**src/rtl/passcode_comparator.sv**
```systemverilog
// Keypad passcode comparator: accepts up to DIGITS BCD key presses, either
// programming a new stored code (initialize = 1) or verifying the entry
// against the stored code (initialize = 0).
module passcode_comparator #(
  parameter int unsigned         DIGITS       = 6,
  parameter logic [4*DIGITS-1:0] DEFAULT_CODE = '0
) (
  input  logic              clk,
  input  logic              reset,
  input  logic [3:0]        bcd,
  input  logic              key_pressed,
  input  logic              clear,
  input  logic              initialize,
  output logic [2:0]        digit_count,
  output logic [DIGITS-1:0] cs,
  output logic [DIGITS-1:0] led,
  output logic              correct
);

  localparam int unsigned      CNT_W    = 3;
  localparam int unsigned      BCD_W    = 4;
  localparam logic [CNT_W-1:0] FULL_CNT = CNT_W'(DIGITS);
  localparam logic [CNT_W-1:0] LAST_CNT = CNT_W'(DIGITS - 1);
  localparam logic [BCD_W-1:0] MAX_BCD  = BCD_W'(9);

  logic              r_key_q;
  logic              r_init_q;
  logic              r_mismatch;
  logic              r_correct;
  logic [CNT_W-1:0]  r_count;
  logic [DIGITS-1:0] r_led;
  logic [BCD_W-1:0]  r_digit [DIGITS];

  logic              w_strobe;
  logic              w_init_edge;
  logic              w_abort;
  logic              w_accept;
  logic              w_mismatch_next;
  logic [BCD_W-1:0]  w_stored;

  // Press strobe, initialize-edge abort and the accept qualifier
  always_comb begin
    w_strobe    = key_pressed & ~r_key_q;
    w_init_edge = initialize ^ r_init_q;
    w_abort     = clear | w_init_edge;
    w_accept    = w_strobe & ~w_abort & ~reset & (bcd <= MAX_BCD) &
                  (r_count < FULL_CNT);
  end

  // Select the stored digit for the slot about to be entered
  always_comb begin
    w_stored = '0;
    for (int unsigned i = 0; i < DIGITS; i++) begin
      if (r_count == CNT_W'(i)) begin
        w_stored = r_digit[i];
      end
    end
    w_mismatch_next = r_mismatch | (bcd != w_stored);
  end

  // One-hot slot select, live only in the cycle of an accepted press
  always_comb begin
    cs = '0;
    for (int unsigned i = 0; i < DIGITS; i++) begin
      cs[i] = w_accept & (r_count == CNT_W'(i));
    end
  end

  // Entry state: edge-detect copies, counter, thermometer, match flags
  always_ff @(posedge clk) begin
    if (reset) begin
      r_key_q    <= 1'b0;
      r_init_q   <= 1'b0;
      r_count    <= '0;
      r_led      <= '0;
      r_mismatch <= 1'b0;
      r_correct  <= 1'b0;
    end else begin
      r_key_q  <= key_pressed;
      r_init_q <= initialize;
      if (w_abort) begin
        r_count    <= '0;
        r_led      <= '0;
        r_mismatch <= 1'b0;
        r_correct  <= 1'b0;
      end else if (w_accept) begin
        r_count <= r_count + CNT_W'(1);
        r_led   <= {r_led[DIGITS-2:0], 1'b1};
        if (initialize) begin
          r_correct <= 1'b0;
        end else begin
          r_mismatch <= w_mismatch_next;
          // The final digit's own comparison decides the result
          if (r_count == LAST_CNT && !w_mismatch_next) begin
            r_correct <= 1'b1;
          end
        end
      end
    end
  end

  // Stored code: reloaded on reset, rewritten slot by slot in initialize mode
  always_ff @(posedge clk) begin
    if (reset) begin
      for (int unsigned i = 0; i < DIGITS; i++) begin
        r_digit[i] <= DEFAULT_CODE[i*BCD_W +: BCD_W];
      end
    end else if (w_accept && initialize) begin
      for (int unsigned i = 0; i < DIGITS; i++) begin
        if (r_count == CNT_W'(i)) begin
          r_digit[i] <= bcd;
        end
      end
    end
  end

  assign digit_count = r_count;
  assign led         = r_led;
  assign correct     = r_correct;

endmodule

```
**config.mk**
```make
export PLATFORM = sky130hd
export DESIGN_NAME = passcode_comparator
export DESIGN_NICKNAME = d
export VERILOG_FILES = /design/src/rtl/passcode_comparator.sv
export SDC_FILE = /design/constraint.sdc
export NUM_CORES = 1
export LEC_CHECK = 0
export BUFFER_PORTS_ARGS = -buffer_cell sky130_fd_sc_hd__buf_4
export CAP_MARGIN = 20
export CORE_MARGIN = 8
export CORE_UTILIZATION = 35
export DETAILED_ROUTE_END_ITERATION = 7
export PLACE_DENSITY = 0.62
export SLEW_MARGIN = 20
export SYNTH_ARGS = -nofsm -noshare
export SYNTH_HDL_FRONTEND = slang
export SYNTH_SLANG_ARGS = --single-unit
```
**constraint.sdc**
```tcl
create_clock -name clk -period 2.85 [get_ports clk]
set_input_delay 0 -clock clk [delete_from_list [all_inputs] [get_ports clk]]
set_output_delay 0 -clock clk [all_outputs]
set_load 0.01 [all_outputs]
```
==> results.txt <==
----------------------------------------------------
[GRT]
  Overall global routing resource usage ... 0.1174
  Maximum number of pins on one net before global-route repair ... 16
  Global-route wire length before repair ... 6906 um
  Initial antenna violation count ... 0
  Overall overflow remaining after global route ... 0
  Via count of the first global-routing pass ... roughly 1400

[Placement]
  Routability congestion estimate from global placement ... 0.8324
  Post-place setup slack ... 560.1 ps
  Placed Cells incl. Taps ... between 200 and 300
  IO Port Bufs ... 24
  Sum of net half-perimeters after detailed placement ... 3082 um

[Critical path]
  Number of gates on the worst path with buffers counted ... 8
  Critical path's slowest cell ... dfxtp_1
  Category of the worst setup path launch point ... flop
  Critical setup path kind ... reg -> reg
  Data arrival time of the critical path ... 2530 ps
  Critical-path cell list ... inv_1 -> ha_1 -> or2_0 -> a221o_1 -> a31oi_1 -> xnor2_1 -> nand4_1 -> a22o_1
  Cell family contributing the most delay on the critical path ... compound AO/OA/AOI/OAI gates
  Depth of the worst register-to-register path ... 8
  Critical path buffer and inverter count ... 1
  Data required time of the critical path ... 3040 ps
  Type of element capturing the critical path ... flop
  Worst stage delay on the critical path ... ~560 ps
  Maximum net fanout on the critical path ... 13

[Clocking]
  Post-CTS Setup Bufs ... 0
  H-tree depth ... 2
  Hold-fix buffers, CTS ... 3
  Clk Tree Root Cell ... clkbuf_8
  CTS Sinks ... 37
  Clock edge transition at the registers on the reported setup and hold paths ... ~80 ps
  Maximum clock path buffer count ... 2
  Number of resized instances in the post-cts repair step ... 0
  Clock Latency Late Sink ... 290 ps
  TritonCTS clock tree ... yes
  Number of clock buffers inserted by TritonCTS ... 5

[Logic synthesis]
  Largest family of logic cells by synthesized area ... simple AND/OR/NAND/NOR gates
  Post-synthesis cell type with the largest combined area ... edfxtp_1
  Synth Flop Type ... edfxtp_1
  Mapped cell area ... 0.001828 mm^2
  Most frequent cell after synthesis ... nand2_1
  Mean instance size in the synthesized netlist ... 9.989 um^2
  Fraction of the mapped netlist area in compound gates ... 0.1143
  Post-synth EDFFs ... 24
  Number of warnings issued by yosys ... 0
  Xor and xnor fraction of the mapped netlist area ... 0.02875
  Basic-gate share of the synthesized area counting and, or, nand and nor cells ... 0.2218
  Multiplexer fraction of the synthesized cell area ... 0
  Number of distinct standard cells referenced by the synthesized netlist ... 39
  Cell types with the largest area share after synthesis ... edfxtp_1 39%, dfxtp_1 14%, nand2_1 6.6%
  Synthesized net count ... 197
  Cells after synthesis ... approximately 180
  Most frequent cells after synthesis ... 32 x nand2_1, 25 x nor2_1, 24 x edfxtp_1, 13 x dfxtp_1, 10 x a21oi_1
  Synth Area in Adders ... 0.03422
  Share of the yosys chip area belonging to registers ... 0.5366
  Proportion of register bits with asynchronous set or reset after synthesis ... 0
  Total of flip-flops plus latches after synthesis ... 37
  Synth top area share ... 0.3943

[Status]
  Run status ... finished clean

[STA]
  Sum of negative setup slack ... 0 ps
  Endpoints failing hold ... 0
  Final Slew Violations ... 0
  Final setup margin ... 510.5 ps
  Final setup fails ... 0
  RSZ-0062 raised after global routing ... false
  Rel. slew slack ... 0.6503
  Transition time of the tightest slew-check pin ... 524.6 ps
  Time the final worst path needs with I/O delays and setup ... 2340 ps
  Maximum frequency from static timing analysis ... roughly 0.43 GHz
  Final worst-path cycle share ... 0.8209
  Layout Skew ... approximately 9 ps

[Routing]
  Average wire per cell in the routed design ... about 15 um
  DR pass1 iterations ... 4
  Detail-routed via count per cell ... 4.896
  Starting DRC count in detailed routing ... 66
  Total detailed-routing wirelength ... 4161 um
  Total via count after detailed routing ... 1371
  Count of unresolved DRC violations after routing ... 0
  Final ANT Viol Nets ... 0

[Worst hold path]
  Hold Crit Depth ... 2
  Path class of the lowest-slack min-delay path ... in -> reg

[Final layout]
  Number of diodes ... 0
  Number of filler cells placed in the layout ... 550
  Layout-stage area growth over the synthesis result ... 18.69%
  Cell Count, Final, Fillers Out ... 280
  Post-layout utilization of the core ... 0.4275
  Share of final-layout standard cells stronger than drive strength 1 ... 0.1905
  Post-layout net count ... ~220

[Floorplanning]
  Chip height ... between 80 and 90 um
  IO Pins ... 25
  Starting Density ... 0.3602
  Die extent in x ... a little under 90 um
  Overall die area ... 0.007792 mm^2
  Total core area ... 0.005075 mm^2
  Cell Rows ... 26

[Pwr]
  Lkg Pwr ... 0.8479 nW
  Total power draw ... 1.116 mW
  Power per Cell Area ... between 500 and 600 mW/mm^2
  Maximum vdd drop ... between 150 and 200 uV

[Flow run]
  Max capacitance violation total ... 0

----------------------------------------------------
==> per-stage QoR <==
step	hold WS (ps)	instance area, um^2
finish	39.04	2170
global route	38.25	2170
CTS	27.99	2170
detailed placement	295.0	2016
global placement	281.0	2016
floorplan	79.54	1828
==> report_power, final <==
part	internal (mW)	switching (mW)	leakage (nW)
logic	0.0232	0.0345	0.427
registers	0.581	0.00470	0.357
clock network	0.277	0.196	0.0645
==> final timing paths <==
kind                        from            end  slack [ps]
setup / recovery  digit_count[2]     r_mismatch         510
hold / removal            bcd[0]  r_digit[0][0]          40
setup reg to reg  digit_count[2]     r_mismatch         510
hold reg to reg           led[5]         led[5]         460
==> registers in the layout, summed over array words and instances, names as in the netlist <==
signal	flops
correct	1
digit_count	3
r_mismatch	1
led	6
r_digit	24
r_key_q	1
r_init_q	1
==> layout make-up <==
class,count,area (um^2),share of cell area
sequential,37,980.9,0.4521
multi-input combinational,128,729.5,0.3362
timing repair buffer,27,210.2,0.09689
clock buffer,7,118.9,0.05479
tap,70,87.58,0.04037
inverter,10,37.54,0.01730
clock inverter,1,5.005,0.002307
==> layer usage <==
| metal | share of wire | global-route usage |
|---|---|---|
| met1 | 0.46 | 0.1444 |
| met5 | 0 | 0 |
| met2 | 0.46 | 0.1772 |
| met3 | 0.059 | 0.04271 |
| met4 | 0.024 | 0.05684 |
==> placed cells by master, fill, tap and decap left out, types with 2 or more instances in the layout <==
cell | netlist | routed
a31oi_1 | 2 | 2
clkbuf_16 | 0 | 2
and2_1 | 9 | 9
o21ai_0 | 3 | 3
inv_2 | 4 | 4
inv_1 | 6 | 6
nor2_1 | 25 | 25
nor2b_1 | 2 | 2
xor2_1 | 3 | 3
nand2_1 | 32 | 32
nand3_1 | 4 | 4
edfxtp_1 | 24 | 24
dlygate4sd3_1 | 0 | 3
o32ai_1 | 2 | 2
a32oi_1 | 2 | 2
buf_4 | 1 | 24
nand2b_1 | 3 | 3
ha_1 | 5 | 5
nand3b_1 | 2 | 2
a21o_1 | 4 | 4
a21oi_1 | 10 | 10
xnor2_1 | 3 | 3
a221o_1 | 2 | 2
or2_2 | 2 | 2
o32a_1 | 2 | 2
o21ai_1 | 2 | 2
dfxtp_1 | 13 | 13
clkbuf_8 | 0 | 5
==> kinds of logic (layout without fill, tap and decap cells) <==
| family | Yosys count | in the layout |
|---|---|---|
| simple gates | 86 | 86 |
| compound gates | 31 | 31 |
| xor+xnor | 6 | 6 |
| flops | 37 | 37 |
| buf+inv | 18 | 45 |
| fa+ha+maj | 5 | 5 |
(Power assumes the default switching activity.)
